### src/rtl/wbck_ctrl.sv
// Writeback arbiter (LSU over ALU) feeding the register file write port through one
// registered stage, plus a pending-load scoreboard and load counter for dispatch stalls.
module wbck_ctrl #(
  parameter int XLEN        = 32,
  parameter int RFIDX_WIDTH = 5,
  parameter int RFREG_NUM   = 32,
  parameter int LD_MAX      = 4,
  localparam int CNT_W      = $clog2(LD_MAX + 1)
) (
  input  logic                   clk,
  input  logic                   rst,
  input  logic                   disp_valid,
  input  logic                   disp_fire,
  input  logic                   disp_is_load,
  input  logic [RFIDX_WIDTH-1:0] disp_rd_idx,
  input  logic [RFIDX_WIDTH-1:0] disp_rs1_idx,
  input  logic [RFIDX_WIDTH-1:0] disp_rs2_idx,
  output logic                   disp_hazard,
  input  logic                   alu_wbck_valid,
  output logic                   alu_wbck_ready,
  input  logic [RFIDX_WIDTH-1:0] alu_wbck_idx,
  input  logic [XLEN-1:0]        alu_wbck_dat,
  input  logic                   lsu_wbck_valid,
  output logic                   lsu_wbck_ready,
  input  logic [RFIDX_WIDTH-1:0] lsu_wbck_idx,
  input  logic [XLEN-1:0]        lsu_wbck_dat,
  output logic                   wbck_dest_wen,
  output logic [RFIDX_WIDTH-1:0] wbck_dest_idx,
  output logic [XLEN-1:0]        wbck_dest_dat,
  output logic [CNT_W-1:0]       ld_outstanding
);

  localparam logic [CNT_W-1:0] LD_MAX_C = CNT_W'(LD_MAX);

  logic                   acc_lsu, acc_alu;
  logic                   wen_q, wen_d;
  logic [RFIDX_WIDTH-1:0] idx_q, idx_d;
  logic [XLEN-1:0]        dat_q, dat_d;
  logic                   src_lsu_q, src_lsu_d;
  logic [RFREG_NUM-1:0]   pend_q, pend_d;
  logic [CNT_W-1:0]       cnt_q, cnt_d;
  logic                   ld_set, ld_ret;

  assign lsu_wbck_ready = 1'b1;
  assign alu_wbck_ready = ~lsu_wbck_valid;
  assign acc_lsu        = lsu_wbck_valid;
  assign acc_alu        = alu_wbck_valid & ~lsu_wbck_valid;

  // idx 0 transfers are consumed (and still retire a load) but never write.
  always_comb begin
    wen_d     = 1'b0;
    idx_d     = idx_q;
    dat_d     = dat_q;
    src_lsu_d = 1'b0;
    if (acc_lsu) begin
      idx_d     = lsu_wbck_idx;
      dat_d     = lsu_wbck_dat;
      wen_d     = (lsu_wbck_idx != '0);
      src_lsu_d = 1'b1;
    end else if (acc_alu) begin
      idx_d = alu_wbck_idx;
      dat_d = alu_wbck_dat;
      wen_d = (alu_wbck_idx != '0);
    end
  end

  assign ld_set = disp_fire & disp_is_load;
  assign ld_ret = src_lsu_q;

  // Set from dispatch beats a same-cycle clear from the writeback stage.
  genvar gi;
  generate
    for (gi = 0; gi < RFREG_NUM; gi++) begin : g_pend
      if (gi == 0) begin : g_zero
        assign pend_d[gi] = 1'b0;
      end else begin : g_bit
        assign pend_d[gi] = (ld_set & (disp_rd_idx == RFIDX_WIDTH'(gi)))
                          | (pend_q[gi] & ~(wen_q & src_lsu_q & (idx_q == RFIDX_WIDTH'(gi))));
      end
    end
  endgenerate

  always_comb begin
    cnt_d = cnt_q;
    if (ld_set && !ld_ret) begin
      if (cnt_q != LD_MAX_C) cnt_d = cnt_q + CNT_W'(1);
    end else if (!ld_set && ld_ret) begin
      if (cnt_q != '0) cnt_d = cnt_q - CNT_W'(1);
    end
  end

  always_ff @(posedge clk or posedge rst) begin
    if (rst) begin
      wen_q     <= 1'b0;
      idx_q     <= '0;
      dat_q     <= '0;
      src_lsu_q <= 1'b0;
      pend_q    <= '0;
      cnt_q     <= '0;
    end else begin
      wen_q     <= wen_d;
      idx_q     <= idx_d;
      dat_q     <= dat_d;
      src_lsu_q <= src_lsu_d;
      pend_q    <= pend_d;
      cnt_q     <= cnt_d;
    end
  end

  assign disp_hazard = disp_valid & (pend_q[disp_rs1_idx] | pend_q[disp_rs2_idx] |
                                     pend_q[disp_rd_idx] |
                                     (disp_is_load & (cnt_q == LD_MAX_C)));

  assign wbck_dest_wen  = wen_q;
  assign wbck_dest_idx  = idx_q;
  assign wbck_dest_dat  = dat_q;
  assign ld_outstanding = cnt_q;

`ifndef SYNTHESIS
  // An LSU result with no load outstanding means the LSU broke protocol.
  ld_underflow_a: assert property (@(posedge clk) disable iff (rst)
    !(ld_ret && !ld_set && cnt_q == '0));
`endif

endmodule

### config.mk
export PLATFORM = sky130hd
export DESIGN_NAME = wbck_ctrl
export DESIGN_NICKNAME = d
export VERILOG_FILES = /design/src/rtl/wbck_ctrl.sv
export SDC_FILE = /design/constraint.sdc
export NUM_CORES = 1
export LEC_CHECK = 0
export ABC_AREA = 1
export CAP_MARGIN = 40
export CORE_UTILIZATION = 51
export DETAILED_ROUTE_END_ITERATION = 16
export HOLD_SLACK_MARGIN = 0.1
export PLACE_DENSITY = 0.83
export SKIP_CTS_REPAIR_TIMING = 1
export SLEW_MARGIN = 40
export SYNTH_ARGS = -nofsm -noshare
export SYNTH_HDL_FRONTEND = slang
export SYNTH_SLANG_ARGS = --single-unit
### constraint.sdc
create_clock -name clk -period 7.2 [get_ports clk]
set_input_delay 1.44 -clock clk [delete_from_list [all_inputs] [get_ports clk]]
set_output_delay 1.44 -clock clk [all_outputs]
set_load 0.01 [all_outputs]
==> results of run 1 <==
[cells in the final DEF, fill, tap and decap left out, types with 2 or more instances in the layout]
cell	instances
inv_4	2
nor2_2	3
o21ai_1	6
inv_1	58
o41ai_1	2
nand2_1	289
bufinv_16	3
nand3_1	85
clkdlybuf4s50_1	137
xor2_1	2
inv_2	2
o21ai_0	69
clkbuf_8	10
nor2_1	19
dfrtp_1	73
buf_4	3
o211ai_1	4
[registers in the layout, indices dropped and copies added (netlist names)]
register,flops
wbck_dest_idx,5
ld_outstanding,3
wbck_dest_wen,1
pend_q,31
wbck_dest_dat,32
ld_ret,1
[how the worst max path moves through the flow]
stage,startpoint,cells after the start,end
after floorplan,disp_rd_idx[0],11,disp_hazard
after global placement,disp_rs2_idx[0],13,disp_hazard
after detailed placement,disp_rd_idx[0],12,disp_hazard
after CTS,disp_rd_idx[0],12,disp_hazard
after global routing,disp_rs2_idx[0],13,disp_hazard
final,disp_rs2_idx[0],13,disp_hazard
[logic make-up (layout without fill, tap and decap cells)]
family / Yosys count / after routing / synth area share
buffers and inverters: 91 / 219 / 0.0971
and+or+nand+nor: 399 / 399 / 0.371
DFF: 73 / 73 / 0.419
other: 1 / 1 / 0.000861
AOI/OAI and AO/OA: 83 / 83 / 0.100
adders and majority gates: 2 / 2 / 0.00747
xor gates and xnor gates: 2 / 2 / 0.00402
[synthesized netlist by cell type]
cell / number / area [um^2]
o21ai_0: 69 / 345
nand3_1: 85 / 425
nor2_2: 1 / 6.26
buf_6: 7 / 78.8
buf_2: 10 / 50.1
nand2_1: 289 / 1080
buf_4: 3 / 22.5
inv_1: 59 / 221
clkbuf_1: 8 / 30.0
conb_1: 1 / 3.75
fa_1: 1 / 20.0
o21ai_1: 6 / 30.0
o211ai_1: 4 / 30.0
o41ai_1: 2 / 17.5
ha_1: 1 / 12.5
inv_2: 1 / 3.75
nand3b_1: 1 / 7.51
nor2_1: 21 / 78.8
xor2_1: 2 / 17.5
dfrtp_1: 73 / 1830
a21oi_2: 1 / 8.76
or2_2: 1 / 6.26
a21oi_1: 1 / 5.00
buf_1: 1 / 3.75
inv_4: 2 / 12.5
nand4_1: 1 / 6.26
[routing by layer]
metal	GRT usage	share of wire	vias to the layer above
met1	0.400	0.39	2229
met4	0.158	0.038	0
li1	-	-	2303
met5	0	0	-
met3	0.0894	0.091	42
met2	0.543	0.48	256
[layout make-up]
type / instances / area, um^2
fill: 675 / 2300
multi-input combinational: 487 / 2110
sequential: 73 / 1830
timing repair buffer: 142 / 1410
inverter: 62 / 238
clock buffer: 10 / 138
tap: 105 / 131
clock inverter: 5 / 104
[worst min-delay path, cell delays in order (launching register included)]
cell and delay [ps]:
dfrtp_1 350, nand2_1 60, nand3_1 70
[power by group]
part           total (mW)  internal [mW]  switching [mW]
clock network       0.391          0.238           0.153
logic               0.436          0.198           0.237
registers           0.603          0.499           0.104
==> metrics.csv, run 1 <==
metric,value,unit
outcome,completed,
clockBufferDepth,2,
endpoint_kind,output port,
reg2reg_from,ld_ret,
globalRouteOverflowTotal,0,
final_core_util,0.722,
crit_top_cell,nand2_1,
insertion_delay,350,ps
path_buf_inv,3,
finalNetCount,873,
pre_cts_ws,1810,ps
cts_tree,built,
vias_per_cell,5.46,
hp-class,reg2reg,
finalNonFillerCells,884,
synthesis.nets,749,
cp-start-kind,input pin,
whs,500,ps
syn-cell-area,0.00436,mm^2
wl_per_cell,15.9,um
grt_pass1_vias,4762,
fmax,0.185,GHz
port_buffers,138,
ant_nets,0,
leakagePower,2.88,nW
syn_avg_cell_area,6.69,um^2
path_clk_slew,70,ps
ir_drop,0.000123,V
layout-drive-gt1-share,0.0372,
clock_skew,7.90,ps
numPlacedInstances,869,
rrSetupSlack,5660,ps
dpl_cell_area,0.00572,mm^2
path_cells,clkdlybuf4s50_1 -> inv_4 -> nand2_1 -> nand3_1 -> nand3_1 -> nand2_1 -> nand2_1 -> nand2_1 -> nand2_1 -> nand2_1 -> nor2_1 -> a21oi_2 -> clkdlybuf4s50_1,
worstPathMaxFanout,17,
hpwl,10600,um
min_from,wbck_dest_dat[13],
design_area,0.00596,mm^2
die_w,94.4,um
row_count,33,
synth_cell_types,26,
dieArea,0.00891,mm^2
pwr_density_cell,240,mW/mm^2
hold_violations,0,
setup_violations,0,
critPathKind,in2out,
min_to,wbck_dest_dat[13],
fin_crit,5410,ps
die_h,94.4,um
clk_root_buffer_cell,clkbuf_8,
grt_usage,0.330,
drc,0,
syn_to_final_growth,36.8,%
reg2reg_to,pend_q[16],
p_total,1.43,mW
synth.ff_latch_count,73,
max_stage_delay,770,ps
setup_ws,1790,ps
floorplan.initialDensity,0.527,
ys_seq_area_frac,0.419,
htreeDepth,3,
syn_inst,651,
max-cap-violations,0,
required,5760,ps
crit_path_top_delay_cell,clkdlybuf4s50_1,
reg2regPathDepth,3,
grt_pass1_wl,22300,um
grt_max_degree,74,
whs_path_depth,2,
ios,140,
vias,4830,
arrival,3970,ps
antenna_found_initial,0,
yosys_warnings,0,
worstMarginPinSlew,708,ps
core_area,0.00826,mm^2
fin_tns_setup,0,ps
dr.pass1.iters,7,
cp_top_family,buffers and inverters,
first_iter_violations,339,
numCtsBuffers,9,
min_period_over_period,0.751,
rsz0062_at_grt,false,
drt_wl_total,14100,um
cts.sink_count,73,
slew_headroom,0.527,
gp_congestion,1.04,
slew_violations,0,
diodes,0,
No activity file was read; power rests on OpenSTA's default activity.
==> inputs of run 2 (changes only) <==
--- a/config.mk
+++ b/config.mk
@@ -7,10 +7,10 @@
 export LEC_CHECK = 0
 export ABC_AREA = 1
 export CAP_MARGIN = 40
-export CORE_UTILIZATION = 51
+export CORE_UTILIZATION = 42
 export DETAILED_ROUTE_END_ITERATION = 16
 export HOLD_SLACK_MARGIN = 0.1
-export PLACE_DENSITY = 0.83
+export PLACE_DENSITY = 0.73
 export SKIP_CTS_REPAIR_TIMING = 1
 export SLEW_MARGIN = 40
 export SYNTH_ARGS = -nofsm -noshare
==> constraint.sdc (replaced) <==
create_clock -name clk -period 4.5 [get_ports clk]
set_input_delay 0.9 -clock clk [delete_from_list [all_inputs] [get_ports clk]]
set_output_delay 0.9 -clock clk [all_outputs]
set_load 0.01 [all_outputs]
==> metrics.csv, run 2 (synthesis results as in run 1) <==
metric,value,unit,change
dieArea,0.0108,mm^2,was 0.00891 mm^2
row_count,36,,was 33
first_iter_violations,312,,was 339
drc,0,,unchanged
fin_tns_setup,0,ps,unchanged
hpwl,11000,um,was 10600 um
grt_max_degree,42,,was 74
globalRouteOverflowTotal,0,,unchanged
p_total,2.14,mW,was 1.43 mW
grt_usage,0.276,,was 0.330
die_w,104,um,was 94.4 um
numPlacedInstances,902,,was 869
required,3600,ps,was 5760 ps
grt_pass1_wl,23600,um,was 22300 um
layout-drive-gt1-share,0.0408,,was 0.0372
layout_common_cells,"nand2_1, clkdlybuf4s50_1, nand3_1, dfrtp_1, o21ai_0",,unchanged
htreeDepth,3,,unchanged
cts.sink_count,73,,unchanged
vias_per_cell,5.18,,was 5.46
worstMarginPinSlew,710,ps,was 708 ps
endpoint_kind,output port,,unchanged
dpl_cell_area,0.00580,mm^2,was 0.00572 mm^2
vias,4753,,was 4830
wl_per_cell,15.5,um,was 15.9 um
finalNonFillerCells,918,,was 884
design_area,0.00598,mm^2,was 0.00596 mm^2
slew_headroom,0.526,,was 0.527
outcome,completed,,unchanged
numCtsBuffers,9,,unchanged
largest_reg_flops,32,,unchanged
worstPathMaxFanout,17,,unchanged
setup_violations,0,,unchanged
port_buffers,138,,unchanged
max-cap-violations,0,,unchanged
dr.pass1.iters,5,,was 7
pwr_density_cell,358,mW/mm^2,was 240 mW/mm^2
ios,140,,unchanged
gp_congestion,0.947,,was 1.04
hp-class,reg2reg,,unchanged
final_common_cell,nand2_1,,unchanged
slew_violations,0,,unchanged
diodes,0,,unchanged
nFillCells,951,,was 675
fmax,0.246,GHz,
syn_to_final_growth,37.2,%,was 36.8%
core_area,0.00991,mm^2,was 0.00826 mm^2
cts_tree,built,,unchanged
drt_wl_total,14200,um,was 14100 um
leakagePower,2.87,nW,was 2.88 nW
clk_root_buffer_cell,clkbuf_8,,unchanged
floorplan.initialDensity,0.440,,was 0.527
path_clk_slew,70,ps,about the same
arrival,3160,ps,was 3970 ps
ant_nets,0,,unchanged
grt_pass1_vias,4782,,was 4762
critPathKind,in2out,,unchanged
cp-start-kind,input pin,,unchanged
antenna_found_initial,0,,unchanged
fin_crit,4060,ps,
die_h,104,um,was 94.4 um
ir_drop,0.000177,V,was 0.000123 V
min_period_over_period,0.902,,
insertion_delay,350,ps,about the same
hold_violations,0,,unchanged
clockBufferDepth,2,,unchanged
clock_skew,5.65,ps,was 7.90 ps
finalNetCount,878,,was 873
rsz0062_at_grt,false,,unchanged
==> run 2: cell count changes in the layout (fill, tap and decap cells not counted), sizes merged <==
| cell | before | now |
|---|---|---|
| clkbuf | 10 | 13 |
| clkdlybuf4s50 | 137 | 138 |
| buf | 5 | 9 |
| bufinv | 3 | 0 |
| clkinv | 2 | 3 |
==> run 2: worst paths after layout <==
check | startpoint | cells past startpoint | slack (ps) | endpoint
max | disp_rs2_idx[0] | 12 | 440 | disp_hazard
min | wbck_dest_dat[23] | 2 | 500 | wbck_dest_dat[23]
max reg2reg | wbck_dest_idx[4] | 3 | 2970 | pend_q[3]
min reg2reg | wbck_dest_dat[23] | 2 | 500 | wbck_dest_dat[23]
max in group asynchronous | rst | 3 | 2870 | wbck_dest_idx[0]
min in group asynchronous | rst | 2 | 840 | wbck_dest_dat[10]
==> run 2: power breakdown <==
group / internal [mW] / switching (mW) / total (mW)
Combinational: 0.321 / 0.376 / 0.697
Sequential: 0.799 / 0.179 / 0.978
Clock: 0.228 / 0.239 / 0.467
Total: 1.35 / 0.794 / 2.14
==> run 2: layer usage <==
metal / share of wire / track usage
met5: 0 / 0
met4: 0.044 / 0.143
met3: 0.076 / 0.0636
met2: 0.47 / 0.462
met1: 0.41 / 0.329
==> run 2: per-stage QoR <==
stage | hold WS, ps | setup WS, ps | utilization
final | 499 | 442 | 0.603
after global routing | 529 | 225 | 0.603
after CTS | 500 | 448 | 0.603
after detailed placement | 483 | 452 | 0.586
after global placement | 480 | 490 | 0.584
after floorplan | 469 | 1750 | -
==> run 2: cell type report <==
type | instances | area (um^2) | area share
multi-input combinational | 487 | 2110 | 0.353
clock inverter | 3 | 15.0 | 0.00251
sequential | 73 | 1830 | 0.306
clock buffer | 13 | 159 | 0.0266
tap | 133 | 166 | 0.0278
inverter | 62 | 238 | 0.0398
timing repair buffer | 147 | 1460 | 0.245
==> run 2: worst max-delay path, cell delays in order <==
cell             delay, ps
clkdlybuf4s50_1        860
inv_4                  170
nand2_1                110
nand3_1                 60
nand3_1                 90
nand3_1                 70
nand2_1                 70
nand2_1                 50
nand2_1                 60
nor2_1                  40
a21oi_2                130
clkdlybuf4s50_1        540
==> inputs of run 3 (changes only) <==
--- a/config.mk
+++ b/config.mk
@@ -11,6 +11,7 @@
 export DETAILED_ROUTE_END_ITERATION = 16
 export HOLD_SLACK_MARGIN = 0.1
 export PLACE_DENSITY = 0.73
+export REMOVE_ABC_BUFFERS = 1
 export SKIP_CTS_REPAIR_TIMING = 1
 export SLEW_MARGIN = 40
 export SYNTH_ARGS = -nofsm -noshare
==> metrics.csv, run 3 (synthesis results as in run 1) <==
metric,value,unit,change
syn_to_final_growth,37.2,%,unchanged
drt_wl_total,14400,um,was 14200 um
grt_pass1_wl,24000,um,was 23600 um
insertion_delay,350,ps,about the same
p_int,1.38,mW,was 1.35 mW
min_period_over_period,0.911,,was 0.902
die_w,104,um,unchanged
cts_tree,built,,unchanged
diodes,0,,unchanged
slew_violations,0,,unchanged
worstMarginPinSlew,716,ps,was 710 ps
dieArea,0.0108,mm^2,unchanged
arrival,3200,ps,was 3160 ps
endpoint_kind,output port,,unchanged
p_seq_frac,0.455,,was 0.456
clock_skew,9.34,ps,was 5.65 ps
crit_start,disp_rs2_idx[0],,unchanged
layout_common_cells,"nand2_1, clkdlybuf4s50_1, nand3_1, dfrtp_1, o21ai_0",,unchanged
die_h,104,um,unchanged
outcome,completed,,unchanged
setup_ws,402,ps,was 442 ps
grt_usage,0.282,,was 0.276
core_area,0.00991,mm^2,unchanged
htreeDepth,3,,unchanged
antenna_found_initial,0,,unchanged
pwr_density_cell,363,mW/mm^2,was 358 mW/mm^2
required,3600,ps,about the same
switching_power,794,uW,about the same
grt_max_degree,38,,was 42
first_iter_violations,384,,was 312
reg2reg_from,wbck_dest_idx[4],,unchanged
numCtsBuffers,9,,unchanged
largest_reg_flops,32,,unchanged
row_count,36,,unchanged
fin_tns_setup,0,ps,unchanged
slew_headroom,0.522,,was 0.526
max-cap-violations,0,,unchanged
pre_cts_ws,434,ps,was 452 ps
gp_congestion,1.03,,was 0.947
hold_violations,0,,unchanged
cts.sink_count,73,,unchanged
worstPathMaxFanout,17,,unchanged
fin_crit,4100,ps,was 4060 ps
hp-class,reg2reg,,unchanged
clk_root_buffer_cell,clkbuf_8,,unchanged
cp-start-kind,input pin,,unchanged
vias_per_cell,5.17,,was 5.18
pwr-share-comb,0.317,,was 0.325
layout-drive-gt1-share,0.0408,,about the same
floorplan.initialDensity,0.440,,unchanged
swShare,0.366,,was 0.371
rsz0062_at_grt,false,,unchanged
finalNetCount,877,,was 878
ios,140,,unchanged
setup_violations,0,,unchanged
path_clk_slew,70,ps,about the same
ir_drop,0.000186,V,was 0.000177 V
hpwl,11000,um,about the same
globalRouteOverflowTotal,0,,unchanged
wl_per_cell,15.7,um,was 15.5 um
critPathKind,in2out,,unchanged
final_common_cell,nand2_1,,unchanged
ant_nets,0,,unchanged
fmax,0.244,GHz,was 0.246 GHz
port_buffers,138,,unchanged
dr.pass1.iters,5,,unchanged
min_from,wbck_dest_dat[23],,unchanged
vias,4742,,was 4753
clockBufferDepth,2,,unchanged
leakagePower,2.87,nW,about the same
grt_pass1_vias,4700,,was 4782
power_frac_clock,0.228,,was 0.218
drc,0,,unchanged
==> run 3: power groups by stage <==
stage	logic [mW]	clock network, mW	registers, mW
6_report	0.689	0.495	0.988
5_1_grt	0.784	0.541	0.999
4_1_cts	0.689	0.504	0.980
3_5_place_dp	0.685	0	0.992
3_3_place_gp	0.670	0	0.992
2_1_floorplan	0.361	0	0.926
==> run 3: worst paths after layout <==
path                                     end  slack (ps)  cells past startpoint
max                              disp_hazard         400                     12
min                        wbck_dest_dat[23]         500                      2
max reg2reg                        pend_q[3]        2920                      3
min reg2reg                wbck_dest_dat[23]         500                      2
max in group asynchronous         pend_q[30]        2660                      3
min in group asynchronous  wbck_dest_dat[16]         940                      2
==> run 3: through the flow <==
| step | utilization | cell area [um^2] | hold slack, ps | power, mW | cells |
|---|---|---|---|---|---|
| final | 0.603 | 5980 | 496 | 2.17 | 917 |
| after CTS | 0.603 | 5980 | 500 | 2.17 | 917 |
| after global placement | 0.584 | 5780 | 478 | 1.66 | 901 |
| after global routing | 0.603 | 5980 | 512 | 2.32 | 917 |
| after floorplan | - | 4170 | 469 | 1.29 | 622 |
| after detailed placement | 0.584 | 5780 | 482 | 1.68 | 901 |
==> run 3: critical path, cell delays in order <==
cell	delay, ps
clkdlybuf4s50_1	870
inv_4	180
nand2_1	130
nand3_1	70
nand3_1	70
nand3_1	90
nand2_1	70
nand2_1	50
nand2_1	60
nor2_1	40
a21oi_2	120
clkdlybuf4s50_1	540
==> run 3: layer usage <==
metal,routed length [um],global-route usage,part of all wire
met4,369,0.120,0.026
met2,6950,0.463,0.48
met3,1500,0.0850,0.10
met5,0,0,0
met1,5620,0.344,0.39
==> run 3: area by class of cell <==
type,instances,area [um^2]
Fill cell,960,3930
Multi-Input combinational cell,487,2110
Sequential cell,73,1830
Timing Repair Buffer,146,1440
Inverter,62,239
Clock buffer,14,183
Tap cell,133,166
Clock inverter,2,10.0
